===== src/rtl/compare_rr_scheduler_pkg.sv =====
// rtl/compare_rr_scheduler_pkg.sv - shared state encodings and defaults for the comparator scheduler
package compare_rr_scheduler_pkg;

    localparam int NREQ_DEFAULT  = 4;
    localparam int CNT_W_DEFAULT = 8;

    typedef enum logic [1:0] {
        S_IDLE    = 2'd0,
        S_LATCH   = 2'd1,
        S_COMPARE = 2'd2,
        S_DONE    = 2'd3
    } state_t;

    // Pointer width for 2..8 requesters
    function automatic int ptr_width(input int n);
        return (n <= 2) ? 1 : ((n <= 4) ? 2 : 3);
    endfunction

endpackage


===== src/rtl/rr_arbiter.sv =====
// rtl/rr_arbiter.sv - combinational round-robin pick: first set req at or after ptr, circular
module rr_arbiter #(
    parameter int NREQ  = 4,
    parameter int PTR_W = 2
) (
    input  logic [NREQ-1:0]  req,
    input  logic [PTR_W-1:0] ptr,
    output logic [NREQ-1:0]  win_onehot,
    output logic [PTR_W-1:0] win_idx,
    output logic             any_req
);

    int   idx_c;
    logic found_c;

    assign any_req = |req;

    always_comb begin
        win_onehot = '0;
        win_idx    = '0;
        found_c    = 1'b0;
        idx_c      = 0;
        for (int off = 0; off < NREQ; off++) begin
            idx_c = int'(ptr) + off;
            if (idx_c >= NREQ) begin
                idx_c = idx_c - NREQ;
            end
            if (!found_c && req[idx_c]) begin
                found_c            = 1'b1;
                win_idx            = PTR_W'(idx_c);
                win_onehot[idx_c]  = 1'b1;
            end
        end
    end

endmodule


===== src/rtl/two_bit_inequality.sv =====
// rtl/two_bit_inequality.sv - combinational unsigned 2-bit A>B comparator
module two_bit_inequality (
    input  logic [1:0] a,
    input  logic [1:0] b,
    output logic       gt
);

    assign gt = (a[1] & ~b[1])
              | (a[0] & ~b[1] & ~b[0])
              | (a[1] & a[0] & ~b[0]);

endmodule


===== src/rtl/compare_rr_scheduler.sv =====
// rtl/compare_rr_scheduler.sv - round-robin sharing of one 2-bit A>B comparator among NREQ requesters
module compare_rr_scheduler
    import compare_rr_scheduler_pkg::*;
#(
    parameter int NREQ  = NREQ_DEFAULT,
    parameter int CNT_W = CNT_W_DEFAULT
) (
    input  logic              clk,
    input  logic              reset,
    input  logic [NREQ-1:0]   req,
    input  logic [2*NREQ-1:0] a_bus,
    input  logic [2*NREQ-1:0] b_bus,
    output logic [NREQ-1:0]   grant,
    output logic [NREQ-1:0]   done,
    output logic              gt_out,
    output logic              busy,
    output logic [CNT_W-1:0]  cmp_count
);

    localparam int PTR_W = ptr_width(NREQ);

    state_t             state, state_nxt;
    logic [PTR_W-1:0]   rr_ptr;
    logic [PTR_W-1:0]   win_r;
    logic [NREQ-1:0]    grant_r;
    logic [1:0]         a_r, b_r;
    logic [NREQ-1:0]    arb_onehot;
    logic [PTR_W-1:0]   arb_idx;
    logic               arb_any;
    logic               cmp_gt;

    rr_arbiter #(
        .NREQ  (NREQ),
        .PTR_W (PTR_W)
    ) u_arb (
        .req        (req),
        .ptr        (rr_ptr),
        .win_onehot (arb_onehot),
        .win_idx    (arb_idx),
        .any_req    (arb_any)
    );

    two_bit_inequality u_cmp (
        .a  (a_r),
        .b  (b_r),
        .gt (cmp_gt)
    );

    always_ff @(posedge clk) begin
        if (reset) begin
            state <= S_IDLE;
        end else begin
            state <= state_nxt;
        end
    end

    always_comb begin
        state_nxt = state;
        case (state)
            S_IDLE:    if (arb_any) state_nxt = S_LATCH;
            S_LATCH:   state_nxt = S_COMPARE;
            S_COMPARE: state_nxt = S_DONE;
            S_DONE:    state_nxt = S_IDLE;
            default:   state_nxt = S_IDLE;
        endcase
    end

    // gt_out is loaded on entry to DONE so it is already valid while done pulses
    always_ff @(posedge clk) begin
        if (reset) begin
            rr_ptr    <= '0;
            win_r     <= '0;
            grant_r   <= '0;
            a_r       <= '0;
            b_r       <= '0;
            gt_out    <= 1'b0;
            cmp_count <= '0;
        end else begin
            case (state)
                S_IDLE: begin
                    if (arb_any) begin
                        win_r   <= arb_idx;
                        grant_r <= arb_onehot;
                    end
                end
                S_LATCH: begin
                    a_r <= a_bus[{win_r, 1'b0} +: 2];
                    b_r <= b_bus[{win_r, 1'b0} +: 2];
                end
                S_COMPARE: begin
                    gt_out <= cmp_gt;
                end
                S_DONE: begin
                    cmp_count <= cmp_count + CNT_W'(1);
                    rr_ptr    <= (win_r == PTR_W'(NREQ - 1)) ? '0 : win_r + PTR_W'(1);
                end
                default: ;
            endcase
        end
    end

    assign busy  = (state != S_IDLE);
    assign grant = (state != S_IDLE) ? grant_r : '0;
    assign done  = (state == S_DONE) ? grant_r : '0;

endmodule


===== config.mk =====
export PLATFORM = sky130hd
export DESIGN_NAME = compare_rr_scheduler
export DESIGN_NICKNAME = d
export VERILOG_FILES = /design/src/rtl/compare_rr_scheduler_pkg.sv /design/src/rtl/rr_arbiter.sv /design/src/rtl/two_bit_inequality.sv /design/src/rtl/compare_rr_scheduler.sv
export SDC_FILE = /design/constraint.sdc
export NUM_CORES = 1
export LEC_CHECK = 0
export ABC_CLOCK_PERIOD_IN_PS = 6000
export CAP_MARGIN = 15
export CORE_UTILIZATION = 53
export DETAILED_ROUTE_END_ITERATION = 8
export PLACE_DENSITY = 0.91
export SYNTH_ARGS = -nofsm -noshare
export SYNTH_HDL_FRONTEND = slang
export SYNTH_SLANG_ARGS = --single-unit

===== constraint.sdc =====
create_clock -name clk -period 6 [get_ports clk]
set_input_delay 1.2 -clock clk [delete_from_list [all_inputs] [get_ports clk]]
set_output_delay 1.2 -clock clk [all_outputs]
set_load 0.02 [all_outputs]

==> flow_summary_export.csv, run 1 <==
group,metric,value,unit
logic_synthesis,synth_cells,175,
cells_and_area,diodes,0,
outcome,violations,"design-rule violations",
clock_tree,cts_post_setup_buffers_inserted,0,
die,die_area,0.00335,sq mm
clock_tree,clk_transition_reported_paths,130,ps
sta,slew_headroom,0.439,
drt,ant_nets,0,
drt,drt_iter0_drc,62,
cells_and_area,fin_cells,235,
logic_synthesis,async_flop_share,0,
sta,period_share,0.541,
setup_path,critPathMaxStageDelay,610,ps
grt,grtUsageTotal,0.242,
logic_synthesis,avgSynthCellArea,9.47,sq um
cells_and_area,final_common_cell,"clkdlybuf4s50_1",
clock_tree,postCtsResizedCells,0,
logic_synthesis,synth_cell_types,43,
sta,hold_ws,509,ps
sta,final-max-slew-violation-count,0,
clock_tree,cts-root-buf,"clkbuf_4",
sta,setup_tns,0,ps
sta,layout_min_cycle_time,3240,ps
sta,worstMarginPinSlew,839,ps
grt,grt_pass1_wl,6240,microns
clock_tree,htree_levels,1,
drt,wl,3780,microns
sta,hold_viol,0,
drt,dr_total_vias,1398,
clock_tree,cts_inserted_buffers,3,
placement,gp_congestion,0.823,
logic_synthesis,yosysSeqAreaShare,0.278,
drt,drt_first_pass_iters,8,
setup_path,crit_chain,"ha_1 -> and2_1 -> clkdlybuf4s50_1",
logic_synthesis,synth.cell_area,0.00166,sq mm
pwr,p_per_area,280,mW/mm^2
logic_synthesis,synth_fp_nets,211,
outcome,status,"finished, violations left",
grt,antenna_found_initial,0,
clock_tree,clkSinkCount,23,
sta,fmax,308,MHz
min_path,min-delay-start,"cmp_count[5]",
setup_path,r2r_start,"rr_ptr[0]",
cells_and_area,mostFrequentLayoutCells,"clkdlybuf4s50_1, dfxtp_1, nor2_1",
logic_synthesis,yosysWarnings,0,
cells_and_area,nets,241,
min_path,hp-class,"reg -> reg",
clock_tree,tritoncts,"yes",
logic_synthesis,synth_edf_count,0,
die,num_rows,19,
die,io_pins,40,
clock_tree,cts_hold_buffers,0,
placement,dpl.hpwl,2980,microns
setup_path,crit_type,"reg -> out",
drt,wl_per_cell,16.1,microns
grt,first_global_vias,1390,
clock_tree,clkLatencyLatePin,320,ps
pwr,power_leakage,0.737,nW
logic_synthesis,synth_seq_cells,23,
setup_path,cp.required,4800,ps
clock_tree,clockBufferDepth,2,
flow_run,drv_cap,0,
die,core,0.00285,sq mm
grt,grt_max_degree,24,
cells_and_area,drive_gt1_frac,0.0833,
die,die_x,57.9,microns
setup_path,crit_path_top_delay_cell,"clkdlybuf4s50_1",
die,die_y,57.9,microns
setup_path,start_kind,"register",
sta,finalSetupViolCount,0,
setup_path,cp-end-kind,"primary output",
logic_synthesis,ys.flop_type,"dfxtp_1",
die,initial_utilization,0.581,
sta,grt_setup_unrepaired,"no",
grt,grt_overflow_total,0,
setup_path,arrival,2040,ps
placement,post-place-cells,231,
setup_path,crit_start,"state[1]",
pwr,ir_worst_vdd,0.129,mV
sta,skew,3.64,ps
setup_path,crit_fanout,12,
drt,drc,3,
drt,routed_via_density,5.95,
placement,portBuffers,39,
cells_and_area,syn_to_final_growth,23.4,%
-- flip-flops by register name, summed over array words and instances (netlist names) --
name       flops
gt_out         1
b_r            2
win_r          2
rr_ptr         2
grant_r        4
cmp_count      8
a_r            2
state          2
-- per-layer routing --
metal,track usage,vias to the layer above,share of wire
li1,-,690,-
met5,0,-,0
met1,0.263,669,0.41
met3,0.0558,7,0.029
met2,0.463,32,0.55
met4,0.0714,0,0.011
-- worst max-delay path, delay by kind of cell (launching register included) --
kind          cells  cell delay (ps)
flops             1              410
buf+inv           1              610
simple gates      1              200
fa+ha+maj         1              500
-- cell families after synthesis --
| family | share of synthesized area |
|---|---|
| compound gates | 0.171 |
| xor+xnor | 0.0264 |
| mux | 0.186 |
| flops | 0.278 |
| buf+inv | 0.0566 |
| fa+ha+maj | 0.112 |
| simple gates | 0.170 |
-- power by group --
| group | switching, mW | total, mW | leakage [nW] | internal [mW] |
|---|---|---|---|---|
| clock | 0.0503 | 0.0758 | 0.0139 | 0.0255 |
| sequential | 0.0382 | 0.222 | 0.188 | 0.184 |
| combinational | 0.137 | 0.273 | 0.535 | 0.137 |
-- stage by stage --
step	setup WS, ps	power [mW]	util	cell area [sq um]
after floorplan	3490	0.417	-	1660
after global placement	2850	0.479	0.706	2010
after detailed placement	2730	0.500	0.706	2010
after CTS	2750	0.573	0.717	2040
after global routing	2630	0.613	0.717	2040
final	2760	0.571	0.717	2040
-- final timing paths --
| check | endpoint | cells past startpoint | slack (ps) |
|---|---|---|---|
| setup / recovery | done[2] | 3 | 2760 |
| hold / removal | cmp_count[5] | 2 | 510 |
| setup reg to reg | grant_r[3] | 6 | 3020 |
| hold reg to reg | cmp_count[5] | 2 | 510 |
-- final cells by class --
class,count,area [sq um]
inverters,6,22.5
well taps,31,38.8
repair buffers,39,390
multi-input cells,132,1100
fillers,219,808
clock inverters,1,7.51
flip-flops and latches,23,460
clock buffers,3,22.5
-- cell usage after synthesis (all sizes together), types with 4 or more instances --
cell type / n / area share
a21o: 4 / 0.018
a41oi: 4 / 0.021
and2: 4 / 0.015
buf: 6 / 0.025
clkbuf: 8 / 0.018
dfxtp: 23 / 0.28
ha: 14 / 0.11
inv: 6 / 0.014
mux2i: 12 / 0.073
mux4: 7 / 0.10
nand2: 6 / 0.014
nand3: 5 / 0.015
nor2: 20 / 0.045
nor2b: 5 / 0.023
o21ai: 11 / 0.033
o21bai: 5 / 0.025
xor2: 4 / 0.021
Note: power is estimated with default switching activity, not from simulation.
==> run 2, diff against run 1 <==
ABC_CLOCK_PERIOD_IN_PS = 3170   (was 6000)
CORE_UTILIZATION = 50   (was 53)
PLACE_DENSITY = 0.87   (was 0.91)
clock period = 3.17 ns   (was 6 ns; I/O delays follow)
==> flow_summary_export.csv, run 2 (synthesis gave the netlist of run 1 again) <==
group,metric,value,unit
outcome,status,"complete, no violations",
grt,grt_overflow_total,0,
setup_path,crit_cells,4,
die,die_y,59.6,microns
pwr,ir_worst_vdd,0.220,mV
cells_and_area,diodes,0,
clock_tree,cts_inserted_buffers,3,
clock_tree,cts_post_setup_buffers_inserted,0,
sta,hold_viol,0,
cells_and_area,top_register,"cmp_count",
setup_path,crit_path_top_delay_cell,"clkdlybuf4s50_1",
setup_path,start_kind,"register",
drt,drc,0,
grt,grtUsageTotal,0.215,
cells_and_area,reg_top3,"cmp_count: 8 flops, grant_r: 4 flops",
sta,grt_setup_unrepaired,"no",
die,initial_utilization,0.534,
clock_tree,clk_transition_reported_paths,120,ps
drt,dr_total_vias,1435,
setup_path,crit_family,"buffers and inverters",
clock_tree,postCtsResizedCells,0,
setup_path,crit_type,"reg -> out",
drt,routed_via_density,5.69,
placement,placed_cell_area,0.00206,sq mm
cells_and_area,final_area,0.00209,sq mm
cells_and_area,syn_to_final_growth,26.0,%
setup_path,r2r_end,"grant_r[0]",
grt,first_global_vias,1321,
drt,drt_first_pass_iters,4,
setup_path,r2r_start,"rr_ptr[0]",
sta,skew,2.68,ps
setup_path,cp.required,2540,ps
drt,ant_nets,0,
placement,portBuffers,39,
setup_path,arrival,1880,ps
cells_and_area,mostFrequentLayoutCells,"clkdlybuf4s50_1, dfxtp_1, nor2_1",
pwr,power_leakage,0.760,nW
setup_path,critPathMaxStageDelay,620,ps
die,num_rows,20,
pwr,finalPower,1.07,mW
cells_and_area,largest_register_ffs,8,
setup_path,endpoint,"grant[3]",
min_path,min-delay-start,"cmp_count[7]",
die,die_area,0.00355,sq mm
cells_and_area,nets,245,
setup_path,crit_chain,"inv_1 -> ha_1 -> nor2b_1 -> clkdlybuf4s50_1",
cells_and_area,final_util,0.673,
cells_and_area,final_common_cell,"clkdlybuf4s50_1",
setup_path,cp-end-kind,"primary output",
setup_path,cp_num_buf_inv,2,
die,core,0.00310,sq mm
placement,gp_congestion,0.869,
setup_path,rr_worst_depth,6,
setup_path,crit_start,"state[0]",
sta,hold_ws,493,ps
clock_tree,clockBufferDepth,2,
drt,wl_per_cell,14.5,microns
sta,fmax,399,MHz
clock_tree,htree_levels,1,
sta,layout_min_cycle_time,2510,ps
clock_tree,tritoncts,"yes",
sta,worstMarginPinSlew,847,ps
min_path,hp-class,"reg -> reg",
sta,setup_tns,0,ps
cells_and_area,drive_gt1_frac,0.0962,
setup_path,rrSetupSlack,770,ps
grt,grt_max_degree,24,
die,die_x,59.6,microns
pwr,p_per_area,514,mW/mm^2
clock_tree,cts_hold_buffers,0,
flow_run,drv_cap,0,
drt,wl,3660,microns
sta,finalSetupViolCount,0,
grt,grt_pass1_wl,5870,microns
setup_path,crit_fanout,9,
sta,slew_headroom,0.434,
drt,drt_iter0_drc,77,
clock_tree,clkLatencyLatePin,300,ps
clock_tree,cts-root-buf,"clkbuf_4",
clock_tree,clkSinkCount,23,
placement,dpl.hpwl,2880,microns
grt,antenna_found_initial,0,
sta,final-max-slew-violation-count,0,
die,io_pins,40,
sta,period_share,0.792,
==> run 2: cell count changes in the layout (fill, tap and decap cells not counted) <==
cell | previous run | this run
buf_4 | 0 | 4
clkbuf_1 | 0 | 1
clkinvlp_4 | 1 | 0
==> run 2: how the worst min path moves through the flow <==
stage / endpoint / slack [ps] / cells after the start
2_1_floorplan: b_r[0] / 450 / 2
3_3_place_gp: b_r[0] / 470 / 2
5_1_grt: cmp_count[7] / 510 / 2
6_report: cmp_count[7] / 490 / 2
3_5_place_dp: cmp_count[7] / 480 / 2
4_1_cts: cmp_count[7] / 500 / 2
==> run 2: routing by layer <==
metal / vias to the layer above / track usage / wire (microns)
li1: 698 / - / -
met2: 41 / 0.421 / 2060
met3: 9 / 0.0197 / 113
met1: 687 / 0.246 / 1420
met4: 0 / 0.0598 / 76
met5: - / 0 / 0
==> run 2: area by class of cell <==
| type | instances | area (sq um) |
|---|---|---|
| Timing Repair Buffer | 43 | 420 |
| Multi-Input combinational cell | 132 | 1100 |
| Tap cell | 44 | 55.1 |
| Fill cell | 269 | 1020 |
| Sequential cell | 23 | 460 |
| Inverter | 6 | 22.5 |
| Clock buffer | 4 | 26.3 |
==> run 2: worst register-to-register path, delay by kind of cell (launching register included) <==
| family | cells | cell delay [ps] |
|---|---|---|
| adders and majority gates | 1 | 430 |
| and+or+nand+nor | 1 | 440 |
| AOI/OAI and AO/OA | 3 | 880 |
| buffers and inverters | 1 | 250 |
| DFF | 1 | 330 |
==> run 2: stage by stage <==
| stage | instances | worst slack [ps] |
|---|---|---|
| finish | 252 | 661 |
| global route | 252 | 536 |
| CTS | 252 | 647 |
| detailed placement | 248 | 501 |
| global placement | 248 | 617 |
| floorplan | 175 | 725 |
==> run 2: power breakdown <==
| group | switching, mW | internal, mW | leakage (nW) |
|---|---|---|---|
| Clock | 0.0822 | 0.0491 | 0.0150 |
| Combinational | 0.271 | 0.264 | 0.557 |
| Sequential | 0.0578 | 0.348 | 0.188 |
| Total | 0.411 | 0.662 | 0.760 |
==> run 3, diff against run 2 <==
ABC_CLOCK_PERIOD_IN_PS = 2050   (was 3170)
CORE_UTILIZATION = 45   (was 50)
PLACE_DENSITY = 0.83   (was 0.87)
clock period = 2.05 ns   (was 3.17 ns; I/O delays follow)
==> flow_summary_export.csv, run 3 (synthesis gave the netlist of run 1 again) <==
group,metric,value,unit
sta,fmax,498,MHz
sta,skew,1.06,ps
pwr,ir_worst_vdd,0.318,mV
grt,grtUsageTotal,0.194,
grt,first_global_vias,1341,
sta,final-max-slew-violation-count,0,
grt,grt_pass1_wl,6070,microns
cells_and_area,largest_register_ffs,8,
grt,grt_overflow_total,0,
drt,ant_nets,0,
setup_path,r2r_end,"win_r[1]",
clock_tree,cts_inserted_buffers,3,
sta,worstMarginPinSlew,437,ps
drt,wl,3700,microns
cells_and_area,nets,260,
clock_tree,cts-root-buf,"clkbuf_8",
clock_tree,tritoncts,"yes",
pwr,p_per_area,790,mW/mm^2
grt,grt_max_degree,16,
setup_path,crit_family,"compound AO/OA/AOI/OAI gates",
min_path,hp-class,"reg -> reg",
setup_path,critPathMaxStageDelay,380,ps
setup_path,endpoint,"win_r[1]",
die,num_rows,21,
clock_tree,clk_transition_reported_paths,80,ps
clock_tree,htree_levels,1,
setup_path,cp_num_buf_inv,2,
die,io_pins,40,
setup_path,cp.required,2240,ps
flow_run,drv_cap,0,
clock_tree,clkLatencyLatePin,270,ps
setup_path,crit_path_top_delay_cell,"or3b_4",
setup_path,r2r_start,"rr_ptr[0]",
drt,drc,0,
placement,portBuffers,39,
placement,dpl.hpwl,2860,microns
setup_path,cp-end-kind,"register",
drt,drt_first_pass_iters,4,
setup_path,start_kind,"register",
cells_and_area,diodes,0,
sta,setup_tns,0,ps
cells_and_area,syn_to_final_growth,35.0,%
setup_path,arrival,2200,ps
setup_path,crit_chain,"clkinvlp_4 -> ha_4 -> or3b_4 -> a2111oi_4 -> buf_4 -> o21bai_4 -> a311oi_2",
cells_and_area,reg_top3,"cmp_count: 8 flops, grant_r: 4 flops",
clock_tree,clkSinkCount,23,
cells_and_area,final_util,0.650,
setup_path,crit_type,"reg -> reg",
sta,period_share,0.980,
drt,wl_per_cell,13.8,microns
cells_and_area,fill_cells,311,
setup_path,rrSetupSlack,40,ps
placement,gp_congestion,0.942,
pwr,power_leakage,0.881,nW
cells_and_area,final_common_cell,"clkdlybuf4s50_1",
sta,hold_viol,0,
drt,routed_via_density,5.38,
cells_and_area,top_register,"cmp_count",
sta,finalSetupViolCount,0,
drt,dr_total_vias,1446,
clock_tree,cts_hold_buffers,0,
cells_and_area,mostFrequentLayoutCells,"clkdlybuf4s50_1, dfxtp_1, nor2_1",
cells_and_area,drive_gt1_frac,0.175,
cells_and_area,ff_latch_area,464,sq um
die,die_y,62.7,microns
die,die_area,0.00393,sq mm
setup_path,crit_cells,7,
sta,layout_min_cycle_time,2010,ps
die,initial_utilization,0.481,
setup_path,rr_worst_depth,7,
outcome,status,"complete, no violations",
die,core,0.00344,sq mm
cells_and_area,multi_input_comb_area,0.00112,sq mm
setup_path,crit_start,"rr_ptr[0]",
grt,antenna_found_initial,0,
sta,slew_headroom,0.708,
die,die_x,62.7,microns
drt,drt_iter0_drc,61,
clock_tree,clockBufferDepth,2,
setup_path,crit_fanout,5,
-- run 3: changes by cell type in the layout (fill, tap and decap cells not counted), moves of 2 or more --
| cell | previous run | this run |
|---|---|---|
| buf_4 | 4 | 19 |
| clkdlybuf4s50_1 | 39 | 30 |
| dlygate4sd2_1 | 0 | 9 |
| o21ai_0 | 11 | 6 |
| o21ai_1 | 0 | 5 |
| clkbuf_4 | 3 | 0 |
| clkbuf_8 | 0 | 3 |
| inv_1 | 6 | 4 |
-- run 3: how the worst min path moves through the flow --
stage	start	slack, ps	end	cells after the start
detailed placement	b_r[1]	490	b_r[1]	2
finish	cmp_count[7]	500	cmp_count[7]	2
floorplan	b_r[0]	450	b_r[0]	2
global placement	cmp_count[7]	470	cmp_count[7]	2
CTS	cmp_count[7]	510	cmp_count[7]	2
global route	gt_out	530	gt_out	2
-- run 3: cell type report --
class                      count  share of cell area
tap                           46              0.0257
timing repair buffer          58               0.233
inverter                       6              0.0117
sequential                    23               0.207
clock buffer                   4              0.0201
multi-input combinational    132               0.502
-- run 3: routing by layer --
| metal | global-route usage | vias to the layer above | wire length (microns) |
|---|---|---|---|
| met5 | 0 | - | 0 |
| met4 | 0.0698 | 0 | 53 |
| met3 | 0.0328 | 5 | 91 |
| met2 | 0.351 | 28 | 1900 |
| met1 | 0.228 | 682 | 1650 |
| li1 | - | 731 | - |
-- run 3: per-stage QoR --
stage	total power [mW]	area (sq um)	setup WS, ps	hold slack, ps	std cells
after global routing	1.89	2240	-19.1	534	269
after floorplan	1.23	1680	-152	451	175
after detailed placement	1.50	2170	-148	489	261
after global placement	1.48	2170	-89.9	470	261
after CTS	1.75	2200	26.7	508	265
final	1.77	2240	40.6	498	269
-- run 3: timing repair --
action | 4_1_cts | 5_1_grt
resized for setup | 9 | 6
gates cloned | 0 | 0
pin swaps | 0 | 2
setup buffers | 0 | 4
endpoints found under the setup margin | 9 | 6
-- run 3: worst register-to-register path, cell delays in order (launching register included) --
cell        delay (ps)
dfxtp_4            360
clkinvlp_4         100
ha_4               270
or3b_4             380
a2111oi_4          330
buf_4              200
o21bai_4            60
a311oi_2           220
-- run 3: power breakdown --
part	internal (mW)	switching, mW
Sequential	0.540	0.0871
Clock	0.139	0.146
Combinational	0.435	0.420
